<file path="config.mk">
export PLATFORM = sky130hd
export DESIGN_NAME = mem_stage
export DESIGN_NICKNAME = d
export VERILOG_FILES = /design/src/rtl/mem_stage_pkg.sv /design/src/rtl/mem_load_align.sv /design/src/rtl/mem_stage.sv
export SDC_FILE = /design/constraint.sdc
export NUM_CORES = 1
export LEC_CHECK = 0
export CORE_AREA = 2 2 85 87
export DETAILED_ROUTE_END_ITERATION = 10
export DIE_AREA = 0 0 87 89
export DONT_BUFFER_PORTS = 1
export GPL_ROUTABILITY_DRIVEN = 0
export PLACE_DENSITY_LB_ADDON = 0.25
export SLEW_MARGIN = 20
export SYNTH_ARGS = -nofsm -noshare
export SYNTH_HDL_FRONTEND = slang
export SYNTH_SLANG_ARGS = --single-unit
export TNS_END_PERCENT = 5
</file>
<file path="constraint.sdc">
create_clock -name clk -period 4.55 [get_ports clk]
set_input_delay 1.365 -clock clk [delete_from_list [all_inputs] [get_ports clk]]
set_output_delay 1.365 -clock clk [all_outputs]
set_load 0.1 [all_outputs]
</file>
<file path="src/rtl/mem_stage_pkg.sv">
// Shared constants and types for the MIPS memory stage: big-endian byte enables,
// link-state encodings and the EX/MEM pipeline register layout.
package mem_stage_pkg;

    localparam logic [3:0] BE_B0   = 4'b1000;
    localparam logic [3:0] BE_B1   = 4'b0100;
    localparam logic [3:0] BE_B2   = 4'b0010;
    localparam logic [3:0] BE_B3   = 4'b0001;
    localparam logic [3:0] BE_WORD = 4'b1111;
    localparam logic [3:0] BE_NONE = 4'b0000;

    typedef enum logic [0:0] {
        LINK_NONE = 1'b0,
        LINK_HELD = 1'b1
    } link_state_e;

    typedef struct packed {
        logic [31:0] alu_result;
        logic        reg_we;
        logic [4:0]  reg_write_addr;
        logic        mem_read;
        logic        mem_byte;
        logic        mem_signextend;
        logic        sc;
        logic        sc_ok;
    } ex_mem_t;

    // Byte 0 lives in the most significant lane (big-endian).
    function automatic logic [3:0] byte_lane_be(input logic [1:0] addr_lo);
        logic [3:0] be;
        case (addr_lo)
            2'd0:    be = BE_B0;
            2'd1:    be = BE_B1;
            2'd2:    be = BE_B2;
            2'd3:    be = BE_B3;
            default: be = BE_NONE;
        endcase
        return be;
    endfunction

endpackage

</file>
<file path="src/rtl/mem_load_align.sv">
// Load data formatter: picks the addressed big-endian byte lane and zero- or
// sign-extends it, or passes the full word through.
module mem_load_align
    import mem_stage_pkg::*;
(
    input  logic [31:0] rdata,
    input  logic [1:0]  addr_lo,
    input  logic        is_byte,
    input  logic        sign_extend,
    output logic [31:0] load_data
);

    logic [7:0] lane_s;

    // Byte-lane select and extension
    always_comb begin
        lane_s = rdata[31:24];
        case (addr_lo)
            2'd0:    lane_s = rdata[31:24];
            2'd1:    lane_s = rdata[23:16];
            2'd2:    lane_s = rdata[15:8];
            2'd3:    lane_s = rdata[7:0];
            default: lane_s = rdata[31:24];
        endcase
        if (is_byte) begin
            load_data = {{24{sign_extend & lane_s[7]}}, lane_s};
        end else begin
            load_data = rdata;
        end
    end

endmodule

</file>
<file path="src/rtl/mem_stage.sv">
// MIPS memory stage: data-memory request, EX/MEM register, load formatting and
// LL/SC reservation. Optional feature macro: MEM_STAGE_LLSC_EN.
module mem_stage
    import mem_stage_pkg::*;
(
    input  logic        clk,
    input  logic        rst,
    input  logic [31:0] alu_result_ex,
    input  logic [31:0] mem_write_data_ex,
    input  logic        mem_we_ex,
    input  logic        mem_read_ex,
    input  logic        mem_byte_ex,
    input  logic        mem_signextend_ex,
    input  logic        mem_ll_ex,
    input  logic        mem_sc_ex,
    input  logic        reg_we_ex,
    input  logic [4:0]  reg_write_addr_ex,
    output logic [31:0] dmem_addr,
    output logic        dmem_re,
    output logic [3:0]  dmem_be,
    output logic [31:0] dmem_wdata,
    input  logic [31:0] dmem_rdata,
    output logic        reg_we_mem,
    output logic [4:0]  reg_write_addr_mem,
    output logic [31:0] reg_write_data_mem,
    output logic        link_valid
);

    logic        sc_ok_s;
    ex_mem_t     ex_mem_r;
    logic [31:0] load_data_s;

`ifdef MEM_STAGE_LLSC_EN
    link_state_e state_r;
    link_state_e state_next_s;
    logic [29:0] link_addr_r;
    logic        link_hit_s;

    assign link_hit_s = (link_addr_r == alu_result_ex[31:2]);
    assign sc_ok_s    = (state_r == LINK_HELD) && link_hit_s;

    // Link state and reservation address register
    always_ff @(posedge clk) begin
        if (rst) begin
            state_r     <= LINK_NONE;
            link_addr_r <= 30'd0;
        end else begin
            state_r <= state_next_s;
            if (mem_ll_ex && !mem_sc_ex) begin
                link_addr_r <= alu_result_ex[31:2];
            end
        end
    end

    // Next link state; SC beats LL beats a clearing store
    always_comb begin
        state_next_s = state_r;
        case (state_r)
            LINK_NONE: begin
                if (mem_sc_ex) begin
                    state_next_s = LINK_NONE;
                end else if (mem_ll_ex) begin
                    state_next_s = LINK_HELD;
                end else begin
                    state_next_s = LINK_NONE;
                end
            end
            LINK_HELD: begin
                if (mem_sc_ex) begin
                    state_next_s = LINK_NONE;
                end else if (mem_ll_ex) begin
                    state_next_s = LINK_HELD;
                end else if (mem_we_ex && link_hit_s) begin
                    state_next_s = LINK_NONE;
                end else begin
                    state_next_s = LINK_HELD;
                end
            end
            default: state_next_s = LINK_NONE;
        endcase
    end

    // Link output decode
    always_comb begin
        link_valid = (state_r == LINK_HELD);
    end
`else
    logic unused_ll_s;

    // Without reservations LL is an ordinary load and every SC succeeds.
    assign unused_ll_s = mem_ll_ex;
    assign sc_ok_s     = 1'b1;
    assign link_valid  = 1'b0;
`endif

    assign dmem_addr = {alu_result_ex[31:2], 2'b00};
    assign dmem_re   = mem_read_ex;

    // Store byte enables and lane-replicated write data
    always_comb begin
        dmem_be    = BE_NONE;
        dmem_wdata = mem_write_data_ex;
        if (mem_we_ex) begin
            if (mem_byte_ex) begin
                dmem_be    = byte_lane_be(alu_result_ex[1:0]);
                dmem_wdata = {4{mem_write_data_ex[7:0]}};
            end else if (!mem_sc_ex || sc_ok_s) begin
                dmem_be = BE_WORD;
            end else begin
                dmem_be = BE_NONE;
            end
        end else begin
            dmem_be = BE_NONE;
        end
    end

    // EX/MEM pipeline register, captured every cycle
    always_ff @(posedge clk) begin
        if (rst) begin
            ex_mem_r <= '0;
        end else begin
            ex_mem_r.alu_result     <= alu_result_ex;
            ex_mem_r.reg_we         <= reg_we_ex;
            ex_mem_r.reg_write_addr <= reg_write_addr_ex;
            ex_mem_r.mem_read       <= mem_read_ex;
            ex_mem_r.mem_byte       <= mem_byte_ex;
            ex_mem_r.mem_signextend <= mem_signextend_ex;
            ex_mem_r.sc             <= mem_sc_ex;
            ex_mem_r.sc_ok          <= sc_ok_s;
        end
    end

    mem_load_align u_load_align (
        .rdata       (dmem_rdata),
        .addr_lo     (ex_mem_r.alu_result[1:0]),
        .is_byte     (ex_mem_r.mem_byte),
        .sign_extend (ex_mem_r.mem_signextend),
        .load_data   (load_data_s)
    );

    assign reg_we_mem         = ex_mem_r.reg_we;
    assign reg_write_addr_mem = ex_mem_r.reg_write_addr;

    // Writeback/forward value select
    always_comb begin
        if (ex_mem_r.sc) begin
            reg_write_data_mem = {31'd0, ex_mem_r.sc_ok};
        end else if (ex_mem_r.mem_read) begin
            reg_write_data_mem = load_data_s;
        end else begin
            reg_write_data_mem = ex_mem_r.alu_result;
        end
    end

endmodule

</file>
Word-level counts from Yosys, hierarchy flattened
Cells that the tools add are included.
W data, S select, Z words.

storage, ports and cells
  flip-flop bits (word level) = 43
  input bits = 110
  output and inout port bits = 108
  word-level logic and storage cells = 27

operators by class
  equal/unequal tests = 6
  muxes and demuxes = 10
  bitwise logic cells = 1
  reduce and logical (&&, ||, !) cells = 2

operators by type and width
  cell                  count
  $mux W32              5
  $pmux W8 S4           1
  $pmux W4 S4           1
  $eq A2 B2 Y1 const B  4
  $mux W4               2
  $eq A2 B1 Y1 const B  2
  $logic_not A2 Y1      2
  $and A1 B1 Y1         1
  $mux W1               1

Longest topological paths before layout
  depth after elaboration = 6
  depth in mapped cells = 6
  mapped depth without buffers = 4

Hierarchy
Synthesis repeated with hierarchy kept, for this count alone.

unflattened totals
  cells, all modules = 361
  area total of the unflattened synthesis = 3015.4 µm²

modules (own cells, without submodules)
  module          instances  cells an instance  area each (µm²)  seq. area each (µm²)
  mem_stage       1          256                2378.5           860.8
  mem_load_align  1          105                636.9            0.0

Worst setup path after synthesis
Ideal clock, no wire load.

  kind = input -> output
  start = input dmem_rdata[15]
  end = output reg_write_data_mem[10]
  data arrival time = 4.093 ns
  data required time = 3.185 ns
  slack = -0.908 ns
  stages = 4
  buffers on the path = 1
  cell sequence = mux4_2 a31oi_4 buf_6 a211oi_1

on the way
  cells in the longest elaborated chain, start to end = 5

RTL lines
  what                RTL line              RTL
  start: declaration  mem_stage.sv:22       input logic [31:0] dmem_rdata,
  $pmux W8 S4         mem_load_align.sv:18  case (addr_lo)
  $and A1 B1 Y1       mem_load_align.sv:26  load_data = {{24{sign_extend & lane_s[7]}}, lane_s};
  $mux W32            mem_load_align.sv:25  if (is_byte) begin
  $mux W32            mem_stage.sv:148      end else if (ex_mem_r.mem_read) begin
  $mux W32            mem_stage.sv:146      if (ex_mem_r.sc) begin
  end: declaration    mem_stage.sv:25       output logic [31:0] reg_write_data_mem,

No other way between the ends.

Final worst setup path
  start = input dmem_rdata[7]
  end = output reg_write_data_mem[27]

The elaborated chain is that of the path after synthesis.

==> impl_metrics.py <==
metrics = {
    "status": {
        "status": "finished, final reports clean",
    },
    "cts": {
        "root_buffer": "clkbuf_8",
        "clock_sinks": 43,
        "postCtsSetupBuffers": 0,
        "cts_tree": "yes",
        "cts-resized-gates": 0,
        "clk_pin_slew_worst_paths_ns": 0.10,
        "numCtsBuffers": 5,
        "clock_path_buffers": 2,
        "cts_hold_buf": 0,
        "cts_htree_levels": 2,
    },
    "grt": {
        "grt_pass1_vias": 2191,
        "grt_overflow": 0,
        "grt_max_degree": 44,
        "met1_usage_pct": 20.75,
        "gr-usage-met3_pct": 6.279,
        "met2_usage_pct": 37.96,
        "busiest_layer": "met2",
        "antenna_found_initial": 0,
        "grt_pass1_wl_um": 11700,
        "grtUsageTotal_pct": 19.69,
    },
    "worst_hold_path": {
        "min_from": "rst",
        "holdPathEnd": "reg_write_addr_mem[1]$_SDFF_PP0_",
        "hp-class": "in -> reg",
        "whs_path_depth": 1,
    },
    "route": {
        "wl_um": 7887,
        "wl_per_cell_um": 19.33,
        "dr.first_iter.drc_count": 76,
        "viasPerCell": 5.331,
        "drtPass1Iterations": 8,
        "drc": 0,
        "vias": 2175,
        "ant_nets": 0,
    },
    "placed_design": {
        "dp_hpwl_um": 6196,
        "place_ws_ns": 0.4131,
        "io_buffers": 0,
        "dpl_cell_area_um2": 3577,
    },
    "timing": {
        "period_needed_ns": 4.147,
        "fin_crit_sh_pct": 91.14,
        "holdWs_ns": 1.121,
        "setup_viol": 0,
        "rsz0062_at_grt": "false",
        "hold_viol": 0,
        "slew_viol_final": 0,
        "max_freq_ghz": 0.2411,
        "tightest_slew_ns": 0.9447,
        "layout_setup_ws_ns": 0.4031,
        "maxSlewHeadroom_pct": 36.93,
    },
    "run": {
        "drv_cap": 0,
    },
    "worst_setup_path": {
        "crit_path_top_delay_cell": "mux4_2",
        "worst-endpoint-arrival_ns": 2.78,
        "critPathCaptureType": "output port",
        "crit_required_ns": 3.18,
        "cp-start-kind": "input pin",
        "critPathMaxStageDelay_ns": 0.50,
        "crit_path_max_fanout": 23,
        "path_cells": "mux4_2, a31oi_4, buf_12, a211oi_4, buf_12",
        "crit_type": "in -> out",
        "crit_top_cell": "buf_12",
    },
    "floorplanning": {
        "die_area_um2": 7743,
        "floorplan.rows": 30,
        "die_h_um": 89,
        "pin_count": 218,
        "core_area_um2": 6719,
        "dieWidth_um": 87,
        "start_util_pct": 39.83,
    },
    "yosys": {
        "ys_seq_area_share_pct": 32.16,
        "synth_top_area_share_pct": 32.16,
        "synth-adder-area-share_pct": 0,
        "synth_cells": 325,
        "synth_area_leader_cell": "dfxtp_1",
        "ys_warn_count": 0,
        "synth_area_leaders": "dfxtp_1, buf_4, nor2b_1, a211oi_1, a21o_1",
        "synth_top_family_by_area": "simple AND/OR/NAND/NOR gates",
        "ys_async_sr_fraction_pct": 0,
        "synth.top_cells.by_count": "buf_4, dfxtp_1, nor2b_1",
        "synth-simple-area-share_pct": 26.65,
        "yosysUniqueCellTypes": 25,
        "syn_avg_cell_area_um2": 8.235,
        "synth_ff_type": "dfxtp_1",
        "synth_compound_area_share_pct": 19.35,
        "synthMuxAreaShare_pct": 3.834,
        "synth_area_um2": 2676,
        "synth_seq_cells": 43,
        "yosysMostFrequentCell": "buf_4",
        "synth_enable_flop_cells": 0,
        "synth-xor-area-share_pct": 0,
    },
    "final_layout": {
        "drive_gt1_share_pct": 33.84,
        "multi_input_area_um2": 1702,
        "regArea_um2": 862.1,
        "design_area_um2": 3672,
        "syn2layout_area_growth_pct": 37.21,
        "final_net_count": 437,
        "fillers": 588,
        "diodes": 0,
        "utilization_pct": 54.66,
    },
    "power": {
        "cellLeakagePower_nw": 1.523,
        "peakVddDrop_mv": 0.2054,
        "power_density_nw_per_um2": 364.6,
        "total_power_mw": 1.339,
    },
}
[report_power, final]
part	internal, mW	leakage, nW	total, mW	switching (mW)
logic	0.193	1.11	0.650	0.457
registers	0.396	0.359	0.431	0.0347
clock network	0.113	0.0491	0.258	0.145
[worst max-delay path: cells and delay by family]
family	cells	cell delay (ns)
AO/OA/AOI/OAI	2	0.39
multiplexers	1	0.50
buffers and inverters	2	0.49
[logic make-up after synthesis]
| family | count (synthesis) |
|---|---|
| flops | 43 |
| mux | 9 |
| other cells | 1 |
| compound gates | 69 |
| buf+inv | 74 |
| simple gates | 129 |
[metal layers]
metal,share of wire (%),vias up
met1,35,1001
met4,0.67,0
met2,54,148
met5,0,-
met3,10,7
li1,-,1019
[flip-flops by register name, summed over array words and instances (netlist names)]
register / count
ex_mem_r: 37
reg_we_mem: 1
reg_write_addr_mem: 5
[how the worst max path moves through the flow]
| stage | cells after the start | endpoint | start | slack (ns) |
|---|---|---|---|---|
| 3_5_place_dp | 5 | reg_write_data_mem[14] | dmem_rdata[7] | 0.41 |
| 2_1_floorplan | 4 | reg_write_data_mem[10] | dmem_rdata[15] | -0.91 |
| 5_1_grt | 5 | reg_write_data_mem[27] | dmem_rdata[7] | 0.37 |
| 3_3_place_gp | 5 | reg_write_data_mem[24] | dmem_rdata[7] | 0.42 |
| 6_report | 5 | reg_write_data_mem[27] | dmem_rdata[7] | 0.40 |
| 4_1_cts | 5 | reg_write_data_mem[14] | dmem_rdata[7] | 0.40 |
[layout make-up]
class | count | share of cell area, %
clock buffer | 5 | 1.874
multi-input combinational | 210 | 46.34
inverter | 2 | 0.2044
sequential | 43 | 23.48
timing repair buffer | 65 | 24.67
clock inverter | 3 | 0.7155
tap | 80 | 2.726
[layout by cell type (no fill, tap or decap), types with 5 or more instances in the layout]
master     count
nor2_1        33
nand2b_1      27
buf_4         34
and3_1         8
clkbuf_16      6
a211oi_4      25
nor2b_1       42
o21ai_0        8
a21o_1        24
mux2i_1        8
clkbuf_8       5
dfxtp_1       42
nand3b_1       7
buf_12        25
a221oi_1       7
nor3_2         6
[through the flow]
step / std cells / TNS [ns]
6_report: 408 / 0
2_1_floorplan: 327 / -27.15
4_1_cts: 408 / 0
3_3_place_gp: 400 / 0
5_1_grt: 408 / 0
3_5_place_dp: 400 / 0
(Power assumes the default switching activity.)
